<file path="src/rtl/tia_audio_mixer.sv">
// tia_audio_mixer: volume-weight the TIA AUD0/AUD1 tone bits, box-car decimate
// over DECIM audio ticks and emit 16-bit PCM through a 2-entry valid/ready FIFO.
//
// Optional feature: define TIA_MIX_DCBLOCK_EN to add a one-pole DC-blocking
// stage (FILT state). PCM then becomes signed and gains one cycle of latency.
//
// Ports:
//   clk_i         system clock, all registers update on posedge
//   rst_ni        synchronous active-low reset
//   sample_en_i   one-clock strobe per audio tick
//   aud0_i/aud1_i channel tone bits
//   audv0_i/audv1_i 4-bit channel volumes
//   pcm_o         FIFO head sample (0 when empty)
//   pcm_valid_o   FIFO non-empty
//   pcm_ready_i   consumer pops head when pcm_valid_o & pcm_ready_i
//   overflow_o    sticky flag: a completed sample was dropped on a full FIFO
module tia_audio_mixer #(
    parameter int DECIM = 4,
    parameter int SHIFT = 9,
    parameter int DC_K  = 8
) (
    input  logic        clk_i,
    input  logic        rst_ni,
    input  logic        sample_en_i,
    input  logic        aud0_i,
    input  logic        aud1_i,
    input  logic [3:0]  audv0_i,
    input  logic [3:0]  audv1_i,
    output logic [15:0] pcm_o,
    output logic        pcm_valid_o,
    input  logic        pcm_ready_i,
    output logic        overflow_o
);
    localparam int CW = $clog2(DECIM);
    localparam int AW = 5 + CW;

`ifdef TIA_MIX_DCBLOCK_EN
    typedef enum logic [1:0] {IDLE, EMIT, FILT} state_e;
`else
    typedef enum logic {IDLE, EMIT} state_e;
`endif

    state_e          state_q, state_d;
    logic [4:0]      level;
    logic [AW-1:0]   acc_q, hold_q, sum;
    logic [CW-1:0]   cnt_q;
    logic            close;
    logic [31:0]     wide;
    logic [15:0]     pcm_raw, push_data;
    logic            push, pop, accept, full;
    logic [15:0]     mem_q [2];
    logic            wp_q, rp_q;
    logic [1:0]      fcnt_q;

    assign level   = (aud0_i ? {1'b0, audv0_i} : 5'd0) + (aud1_i ? {1'b0, audv1_i} : 5'd0);
    assign sum     = acc_q + AW'(level);
    assign close   = sample_en_i && (cnt_q == CW'(DECIM - 1));
    assign wide    = 32'(hold_q) << SHIFT;
    assign pcm_raw = (|wide[31:16]) ? 16'hFFFF : wide[15:0];

`ifdef TIA_MIX_DCBLOCK_EN
    // avg_q is fixed point: 16 integer bits, 8 fraction bits.
    logic [14:0]        raw_q;
    logic signed [23:0] avg_q;
    logic signed [24:0] diff;
    logic [15:0]        y;
    assign diff = $signed({2'b00, raw_q, 8'h00}) - $signed({avg_q[23], avg_q});
    // Saturate the integer part of the difference to a signed 16-bit sample.
    assign y    = (diff[24] != diff[23]) ? (diff[24] ? 16'h8000 : 16'h7FFF) : diff[23:8];
    always_ff @(posedge clk_i) begin
        if (!rst_ni) begin
            raw_q <= '0;
            avg_q <= '0;
        end else begin
            if (state_q == EMIT) raw_q <= pcm_raw[15:1];
            if (state_q == FILT) avg_q <= avg_q + 24'(diff >>> DC_K);
        end
    end
`endif

    always_comb begin
        state_d   = state_q;
        push      = 1'b0;
        push_data = pcm_raw;
        case (state_q)
            IDLE: state_d = close ? EMIT : IDLE;
`ifdef TIA_MIX_DCBLOCK_EN
            EMIT: state_d = FILT;
            FILT: begin
                push      = 1'b1;
                push_data = y;
                state_d   = IDLE;
            end
`else
            EMIT: begin
                push    = 1'b1;
                state_d = IDLE;
            end
`endif
            default: state_d = IDLE;
        endcase
    end

    // A full FIFO still accepts a push when the head leaves in the same cycle.
    assign full        = fcnt_q == 2'd2;
    assign pop         = (fcnt_q != 2'd0) && pcm_ready_i;
    assign accept      = push && (!full || pop);
    assign pcm_valid_o = fcnt_q != 2'd0;
    assign pcm_o       = pcm_valid_o ? mem_q[rp_q] : 16'h0000;

    always_ff @(posedge clk_i) begin
        if (!rst_ni) begin
            state_q    <= IDLE;
            acc_q      <= '0;
            cnt_q      <= '0;
            hold_q     <= '0;
            mem_q[0]   <= '0;
            mem_q[1]   <= '0;
            wp_q       <= 1'b0;
            rp_q       <= 1'b0;
            fcnt_q     <= 2'd0;
            overflow_o <= 1'b0;
        end else begin
            state_q <= state_d;
            if (sample_en_i) begin
                acc_q <= close ? '0 : sum;
                cnt_q <= close ? '0 : cnt_q + 1'b1;
            end
            if (close) hold_q <= sum;
            if (accept) begin
                mem_q[wp_q] <= push_data;
                wp_q        <= ~wp_q;
            end
            if (pop) rp_q <= ~rp_q;
            fcnt_q <= fcnt_q + 2'(accept) - 2'(pop);
            if (push && !accept) overflow_o <= 1'b1;
        end
    end
endmodule

</file>
<file path="config.mk">
export PLATFORM = sky130hd
export DESIGN_NAME = tia_audio_mixer
export DESIGN_NICKNAME = d
export VERILOG_FILES = /design/src/rtl/tia_audio_mixer.sv
export SDC_FILE = /design/constraint.sdc
export NUM_CORES = 1
export LEC_CHECK = 0
export BUFFER_PORTS_ARGS = -buffer_cell sky130_fd_sc_hd__buf_4
export CAP_MARGIN = 15
export CORE_MARGIN = 2
export CORE_UTILIZATION = 45
export DETAILED_ROUTE_END_ITERATION = 7
export PLACE_DENSITY = 0.75
export SYNTH_ARGS = -nofsm -noshare
export SYNTH_HDL_FRONTEND = slang
export SYNTH_SLANG_ARGS = --single-unit
</file>
<file path="constraint.sdc">
create_clock -name clk_i -period 4.7 [get_ports clk_i]
set_input_delay 1.175 -clock clk_i [delete_from_list [all_inputs] [get_ports clk_i]]
set_output_delay 1.175 -clock clk_i [all_outputs]
set_load 0.02 [all_outputs]
</file>
; ---- Word level (Yosys, flattened, before mapping)
; Memory sizes are Yosys's and may differ from the RTL's. A register that Yosys moved wholly into a read port is not among the register bits.
; Index checks and enable logic that the tools add are counted.
[word_totals]
output_inout_bits = 18
word_cells = 45
mem_count = 1
ramBits = 14
regBits = 22
[mem_list]
columns = name, depth, word_bits, read_ports, rd_ports_with_merged_regs, write_ports, line_no
row1 = mem_q, 2, 7, 1, 1, 2, 51  ; logic [15:0] mem_q [2];
[classes]
reduce_logical = 9
mux = 17
n_eq_ne = 2
n_addsub = 5
bitwise_logic = 3
[ops]
columns = op, n
row1 = 2-to-1 mux 16 bit, 1
row2 = 2-to-1 mux 7 bit, 2
row3 = 2-to-1 mux 1 bit, 10
row4 = 2-to-1 mux 4 bit, 2
row5 = adder 7 x 5 -> 7 bit, 1
row6 = OR reduction 7 bit, 1
row7 = adder 4 x 4 -> 5 bit, 1
row8 = equality test 2 bit (second input constant), 2
row9 = logical AND 1 bit, 4
row10 = inverter 1 bit, 3
row11 = adder 2 x 1 -> 2 bit, 1
row12 = adder 2 x 1 -> 2 bit (second input constant), 1
row13 = zero test 1 bit, 2
row14 = 2-to-1 mux 2 bit, 1
row15 = case mux 1 bit (2 select lines), 1
row16 = nonzero test 2 bit, 1
row17 = subtractor 2 x 1 -> 2 bit, 1
row18 = logical OR 1 bit, 1

; ---- Depth between registers and ports, before layout
; Gate-level depths: netlist (run 1).
[depth]
ltp_word = 9
depth_mapped = 10

; ---- Worst setup path after synthesis (run 1)
; Ideal clock, no wire load.
[synth_timing]
kind = input-to-reg
from = in audv0_i[1]
to = reg hold_q[5]
setup_ns = 0.060
cell_stages = 9
path_slack_ns = 1.494
path_buffers = 0
t_arrival_ns = 3.146
cell_sequence = and2_1 fa_1 ha_1 inv_1 fa_1 nor2b_1 o21ai_1 a2111oi_0 a311o_1
[synth_between]
elab_chain_len = 3
[synth_rtl]
columns = element, line_no
row1 = "start, declared", 27  ; input logic [3:0] audv0_i,
row2 = 2-to-1 mux 4 bit, 55  ; assign level = (aud0_i ? {1'b0, audv0_i} : 5'd0) + (aud1_i ? {1'b0, audv1_i} : 5'd0);
row3 = adder 4 x 4 -> 5 bit, 55
row4 = adder 7 x 5 -> 7 bit, 56  ; assign sum = acc_q + AW'(level);
row5 = "end signal, assigned", 129  ; if (close) hold_q <= sum;
row6 = "end, declared", 45  ; logic [AW-1:0] acc_q, hold_q, sum;
; Every way passes these cells.
; A chain may end at the register's enable or synchronous reset.

; ---- Worst setup path after layout (run 1)
[layout_timing]
from = in aud0_i
to = reg hold_q[5]
[layout_between]
elab_chain_len = 3
[layout_rtl]
columns = element, line_no
row1 = "start, declared", 25  ; input logic aud0_i,
row2 = 2-to-1 mux 4 bit, 55
row3 = adder 4 x 4 -> 5 bit, 55
row4 = adder 7 x 5 -> 7 bit, 56
; Every way passes these cells.

==> key figures, run 1 <==
Drt
  – Drt drc: 0
  – Drt first pass iters: 4
  – Routed vias: 1324
  – Via/cell ratio: 4.81
  – Final ANT Viol Nets: 0
  – Drt wl/cell: approximately 11 um
  – Total wire length: ~3000 um
  – Initial DRC Count: between 50 and 60

Layout
  – N_diodes: 0
  – Core Util, Final: a little over half
  – Commonest non-fill, non-tap cell in the layout: and2_1
  – Share of layout cells above drive strength 1: about 15%
  – Nets@finish: 248
  – FILL cells: 398
  – Final Instance Area: about 2300 um2
  – Area grow syn2layout: 14.9%
  – Commonest cells after routing, fill and taps aside: and2_1, nor2_1, dfxtp_1, buf_4

Global route
  – Vias in the first global route: roughly 1200
  – Grt ovf: 0
  – M1 GR Usage: between 10% and 20%
  – M3 GR Usage: 3.03%
  – Overall routing resource usage: roughly 14%
  – Most Crowded Layer GR: met2
  – Largest net degree at the start of global routing: 19
  – Initial antenna violation count: 0
  – Global-route wire length before repair: approximately 5300 um
  – Grt met2 use: 21.0%

Timing
  – Final setup margin: 1540 ps
  – TNS Setup: 0 ps
  – Clk_skew: 5.86 ps
  – Final min period: ~3200 ps
  – Endpoints failing setup: 0
  – Final hold viol count: 0
  – Slew margin rel.: about two fifths
  – Period utilisation layout: between 60% and 70%
  – Worst Tran Pin Value: approximately 890 ps
  – Max Slew Vio Count: 0
  – Fmax: 316 MHz
  – RSZ-0062 raised after global routing: no

Power
  – Worst vdd ir: 186 uV
  – Part of the power in combinational logic: between 20% and 30%
  – NetSw: about 0.24 mW
  – P_int: 0.658 mW
  – P_leak: slightly below 1 nW
  – Power share of the clock group: a little over a third
  – Cell Pwr Density: around 400 nW/um2
  – Sw Share: ~27%
  – Post-layout total power: approximately 0.90 mW
  – Seq pwr share: about 42%

Worst setup path
  – Setup CP Type: input port to flip-flop
  – Worst Path Max Fanout: 4
  – CP endpoint kind: flip-flop
  – Startpoint types: input port
  – Crit path DAT: between 3000 and 4000 ps
  – WP data required: between 4000 and 5000 ps

Synth
  – Yosys warning count: 0
  – Post-synthesis register bit count: 37
  – Post-synth EDFFs: 14
  – Synth Instances: around 200
  – Syn avg cell area: 9.86 um2
  – Area share of the largest cell type after synthesis: 23.2%
  – Synth area leaders: dfxtp_1, edfxtp_1, and2_1, mux2i_1, fa_1
  – Synth area leader: dfxtp_1
  – Post-synthesis sequential area ratio: 44.4%
  – Yosys cell types: 41
  – Area of the mapped netlist: 1980 um2
  – FFs w/ async S/R, synth: 0%
  – Synth Flop Type: dfxtp_1

Die
  – Core Rows: 24
  – Die Y: between 70 and 80 um
  – Initial core utilization: 46.2%
  – Die width: 70.4 um
  – IO Count: 32
  – Die Area: roughly 5000 um2
  – Core ar.: 4290 um2

CTS
  – # hold bufs at CTS: 0
  – H-tree Lvls: 2
  – Post-CTS setup buffers: 0
  – Cts bufs inserted: 5
  – # clock sinks: 37
  – Clk pin slew, worst setup/hold paths: roughly 70 ps
  – # resized after CTS: 0
  – CTS tree: done
  – Root Driver: clkbuf_8
  – Max Root-Sink Buffers: 2
  – Clock Latency Late Sink: 280 ps

Placement
  – Final GP Congestion: 0.801
  – IO buf count: 22
  – DP Area: roughly 2100 um2
  – Worst slack, placed: ~1200 ps
  – HPWL Detailed: 2290 um

Job
  – Total of max-cap violations: 0

Run status
  – Status: completed

Worst hold path
  – HP Class: flip-flop to flip-flop
==> final cells by class <==
| type | instances | area, um2 | share of cell area [%] |
|---|---|---|---|
| sequential | 37 | 881 | 38.7 |
| tap | 52 | 65.1 | 2.86 |
| inverter | 14 | 52.6 | 2.31 |
| clock inverter | 3 | 65.1 | 2.86 |
| timing repair buffer | 22 | 165 | 7.25 |
| clock buffer | 5 | 68.8 | 3.02 |
| multi-input combinational | 142 | 980 | 43.0 |
==> path summary, 6_finish.rpt <==
kind	start	endpoint	slack, ps	cells past startpoint
max	aud0_i	hold_q[5]	1540	10
min	hold_q[1]	hold_q[1]	470	2
max reg2reg	acc_q[1]	hold_q[5]	2330	8
min reg2reg	hold_q[1]	hold_q[1]	470	2
==> power groups by stage <==
stage / clock [mW] / sequential [mW] / combinational [mW]
finish: 0.316 / 0.378 / 0.204
global route: 0.341 / 0.382 / 0.232
CTS: 0.323 / 0.379 / 0.207
detailed placement: 0 / 0.386 / 0.206
global placement: 0 / 0.385 / 0.202
floorplan: 0 / 0.374 / 0.161
==> synthesized netlist by cell type (2+ instances only) <==
| cell | instances |
|---|---|
| a211oi_1 | 3 |
| a21oi_1 | 5 |
| a31oi_1 | 2 |
| and2_1 | 25 |
| buf_2 | 4 |
| buf_4 | 9 |
| clkbuf_1 | 3 |
| dfxtp_1 | 23 |
| edfxtp_1 | 14 |
| fa_1 | 5 |
| ha_1 | 7 |
| inv_1 | 14 |
| mux2i_1 | 12 |
| nand2_1 | 9 |
| nand2b_1 | 3 |
| nand3_1 | 4 |
| nand3b_1 | 2 |
| nor2_1 | 24 |
| nor2b_1 | 2 |
| nor3_1 | 2 |
| nor4b_1 | 3 |
| o21ai_0 | 2 |
| o22ai_1 | 2 |
| or3b_1 | 2 |
| xnor2_1 | 2 |
| xor2_1 | 3 |
==> state kept, by name (all words and copies together) (netlist names), named ones only <==
signal / count
overflow_o: 1
wp_q: 1
acc_q: 7
hold_q: 7
state_q: 1
rp_q: 1
mem_q: 14
cnt_q: 2
fcnt_q: 2
==> cells by family after synthesis <==
kind of cell    synth area share [%]
simple gates                    22.2
flops                           44.4
compound gates                  7.76
mux                             6.06
fa+ha+maj                       9.47
xor+xnor                        2.21
other cells                    0.189
buf+inv                         7.64
==> worst max-delay path: stages <==
cell	delay, ps
buf_4	120
and2_1	140
fa_1	520
ha_1	180
inv_1	60
fa_1	390
nor2b_1	130
o21ai_1	100
a2111oi_0	410
a311o_1	160
==> per-stage QoR <==
step / std cells / hold WS, ps
after detailed placement: 267 / 464
final: 275 / 472
after CTS: 275 / 474
after global routing: 275 / 499
after global placement: 267 / 452
after floorplan: 209 / 440
==> routing by layer <==
| metal | up-vias | part of all wire, % |
|---|---|---|
| li1 | 706 | - |
| met1 | 581 | 47 |
| met3 | 2 | 5.1 |
| met5 | - | 0 |
| met2 | 35 | 46 |
| met4 | 0 | 1.4 |
Power figures use the tool's default switching activity.
==> run 2, diff against run 1 <==
- ABC_AREA: unset -> 1
- clock period: 4.7 -> 3.15 ns (I/O delays scaled with it)
==> run 2 against run 1 <==
Net effect:
- wire length is 1.7% higher
- die area is 1.9% lower
- non-clock buffer count did not move
- clock power is 29% higher
- sequential share of layout area is 1.1 points higher
- total power increased by 35%
- synthesized cell count increased by 13%
- sequential cell count stayed put
- critical path type unchanged
- largest cell class is now flip-flops and latches
==> key figures, run 2 <==
Global route
  – Initial antenna violation count: 0
  – Largest net degree at the start of global routing: 15
  – Grt ovf: 0
  – Global-route wire length before repair: around 5500 um
  – Vias in the first global route: approximately 1300
  – Overall routing resource usage: 14.2%

Layout
  – Final cell count without fillers: between 300 and 400
  – Final Instance Area: approximately 2200 um2
  – Area grow syn2layout: 14.1%
  – Largest register FFs: 14
  – Commonest cells after routing, fill and taps aside: nand2_1, inv_1, a21oi_1, dfxtp_1, buf_4
  – Multi-input logic area: ~840 um2
  – FF+latch area: just under 900 um2
  – Commonest non-fill, non-tap cell in the layout: nand2_1
  – Nets@finish: around 280
  – Largest register by flop count: mem_q
  – Share of layout cells above drive strength 1: between 10% and 20%
  – Largest regs: mem_q: 14 flops, acc_q: 7 flops, hold_q: 7 flops
  – FILL cells: roughly 400
  – N_diodes: 0

Worst setup path
  – Largest stage delay on the critical path: ~500 ps
  – Crit path DAT: roughly 2700 ps
  – CP max-delay cell: fa_1
  – Bufs and invs on worst path: 4
  – CP endpoint kind: flip-flop
  – Startpoint types: input port
  – Setup CP Type: input port to flip-flop
  – Worst-path cell chain: buf_4 > nand2_1 > inv_1 > fa_1 > ha_1 > inv_1 > fa_1 > inv_1 > nand3_1 > nand2_1 > xor2_1 > nand2_1 > a21oi_1
  – Kind of cell adding the most delay to the critical path: adder cells
  – Worst Path Max Fanout: 4
  – WP data required: approximately 3400 ps

Synth
  – Synth Flop Type: dfxtp_1
  – Yosys warning count: 0
  – Post-synthesis sequential area ratio: ~45%
  – Area share of the largest cell type after synthesis: about a quarter
  – Syn avg cell area: 8.52 um2
  – Yosys cell types: 29
  – Synth Instances: 228
  – FFs w/ async S/R, synth: 0%
  – Post-synthesis register bit count: 37
  – Most common cell in the netlist: nand2_1
  – Area of the mapped netlist: 1940 um2
  – Post-synth EDFFs: 14
  – Synth area leaders: dfxtp_1, edfxtp_1, nand2_1, inv_1, a21oi_1
  – Synth area leader: dfxtp_1
  – Commonest cells post-synth: nand2_1, inv_1, a21oi_1

Timing
  – TNS Setup: 0 ps
  – Final hold viol count: 0
  – Endpoints failing setup: 0
  – Final min period: about 2500 ps
  – Max Slew Vio Count: 0
  – Period utilisation layout: 78.6%
  – Final setup margin: between 600 and 700 ps
  – Fmax: 404 MHz
  – RSZ-0062 raised after global routing: no
  – Clk_skew: between 7 and 8 ps

Drt
  – Initial DRC Count: 140
  – Via/cell ratio: approximately 4.7
  – Top sig layer: met4
  – Drt drc: 0
  – Final ANT Viol Nets: 0
  – Met3 WL post-DR: a little under 200 um
  – Drt first pass iters: 4
  – DR WL met2: 1370 um
  – Drt wl/cell: ~10 um
  – Routed vias: between 1000 and 1500
  – Met1 wire length: between 1000 and 1500 um
  – Total wire length: just over 3000 um

Power
  – Seq pwr share: a little under half
  – NetSw: 0.358 mW
  – P_leak: about 1.0 nW
  – Part of the power in combinational logic: a little over a fifth
  – Worst vdd ir: approximately 210 uV
  – Power share of the clock group: 33.5%
  – P_int: 0.859 mW
  – Cell Pwr Density: 550 nW/um2
  – Sw Share: a little under 30%

Placement
  – IO buf count: 22
  – DP Area: about 2100 um2
  – Final GP Congestion: around 0.77
  – Placed Instances: ~300
  – HPWL Detailed: between 2000 and 2500 um
  – Worst slack, placed: about 360 ps

CTS
  – # clock sinks: 37
  – H-tree Lvls: 2
  – Clock Latency Late Sink: a little under 300 ps
  – Clk pin slew, worst setup/hold paths: 80 ps
  – Max Root-Sink Buffers: 2
  – Post-CTS setup buffers: 0
  – Cts bufs inserted: 5
  – # resized after CTS: 0
  – # hold bufs at CTS: 0
  – Root Driver: clkbuf_8
  – CTS tree: done

Die
  – Die width: about 70 um
  – Die Y: about 70 um
  – Die Area: roughly 5000 um2
  – Core Rows: 23
  – IO Count: 32
  – Core ar.: slightly above 4000 um2
  – Initial core utilization: between 40% and 50%

Run status
  – Status: completed

Job
  – Total of max-cap violations: 0

Worst hold path
  – HP Class: flip-flop to flip-flop
-- run 2: changes by cell type after synthesis, moves of 12 or more --
cell,before,now
mux2i_1,12,0
nand2_1,9,54
inv_1,14,38
a21oi_1,5,24
and2_1,25,0
-- run 2: through the flow --
stage	total power [mW]	hold slack [ps]	utilization [%]
after global placement	0.817	442	51.4
after floorplan	0.756	422	-
final	1.22	453	54.2
after global routing	1.30	481	54.2
after CTS	1.23	458	54.2
after detailed placement	0.824	447	51.4
-- run 2: area by class of cell --
cell class | count | area share (%)
sequential | 37 | 39.8
multi-input combinational | 146 | 38.0
timing repair buffer | 22 | 7.45
inverter | 40 | 6.78
clock buffer | 5 | 3.11
tap | 50 | 2.82
clock inverter | 3 | 2.09
-- run 2: cells by family (layout without fill, tap and decap cells) --
family                   after synthesis  in the layout  synth area share [%]
AO/OA/AOI/OAI                         36             36                  11.0
AND/OR/NAND/NOR                       86             86                  19.7
flip-flops                            37             37                  45.4
other                                  1              9                 0.193
buffers and inverters                 53             70                  12.8
adder cells (fa/ha/maj)               12             12                  9.66
XOR/XNOR                               3              3                  1.35
-- run 2: worst register-to-register path: cells and delay by family (launching register included) --
| kind | cells | cell delay (ps) |
|---|---|---|
| XOR/XNOR | 1 | 180 |
| AND/OR/NAND/NOR | 3 | 210 |
| flip-flops | 1 | 330 |
| AO/OA/AOI/OAI | 1 | 120 |
| buffers and inverters | 2 | 120 |
| adder cells (fa/ha/maj) | 3 | 1110 |
-- run 2: worst paths after layout --
path	to	start	slack (ps)	cells after the start
hold / removal	state_q	state_q	450	1
setup / recovery	acc_q[5]	aud0_i	670	13
hold reg to reg	state_q	state_q	450	1
setup reg to reg	acc_q[5]	acc_q[1]	1030	10
-- run 2: power by group through the flow --
stage | Clock (mW) | Sequential (mW) | Combinational, mW
5_1_grt | 0.442 | 0.558 | 0.296
6_report | 0.407 | 0.551 | 0.259
3_3_place_gp | 0 | 0.562 | 0.255
3_5_place_dp | 0 | 0.563 | 0.261
4_1_cts | 0.418 | 0.552 | 0.262
2_1_floorplan | 0 | 0.554 | 0.203
-- run 2: layer usage --
layer	vias to the layer above	track usage [%]
met3	5	4.94
met5	-	0
li1	747	-
met4	0	5.13
met2	34	23.2
met1	626	17.4
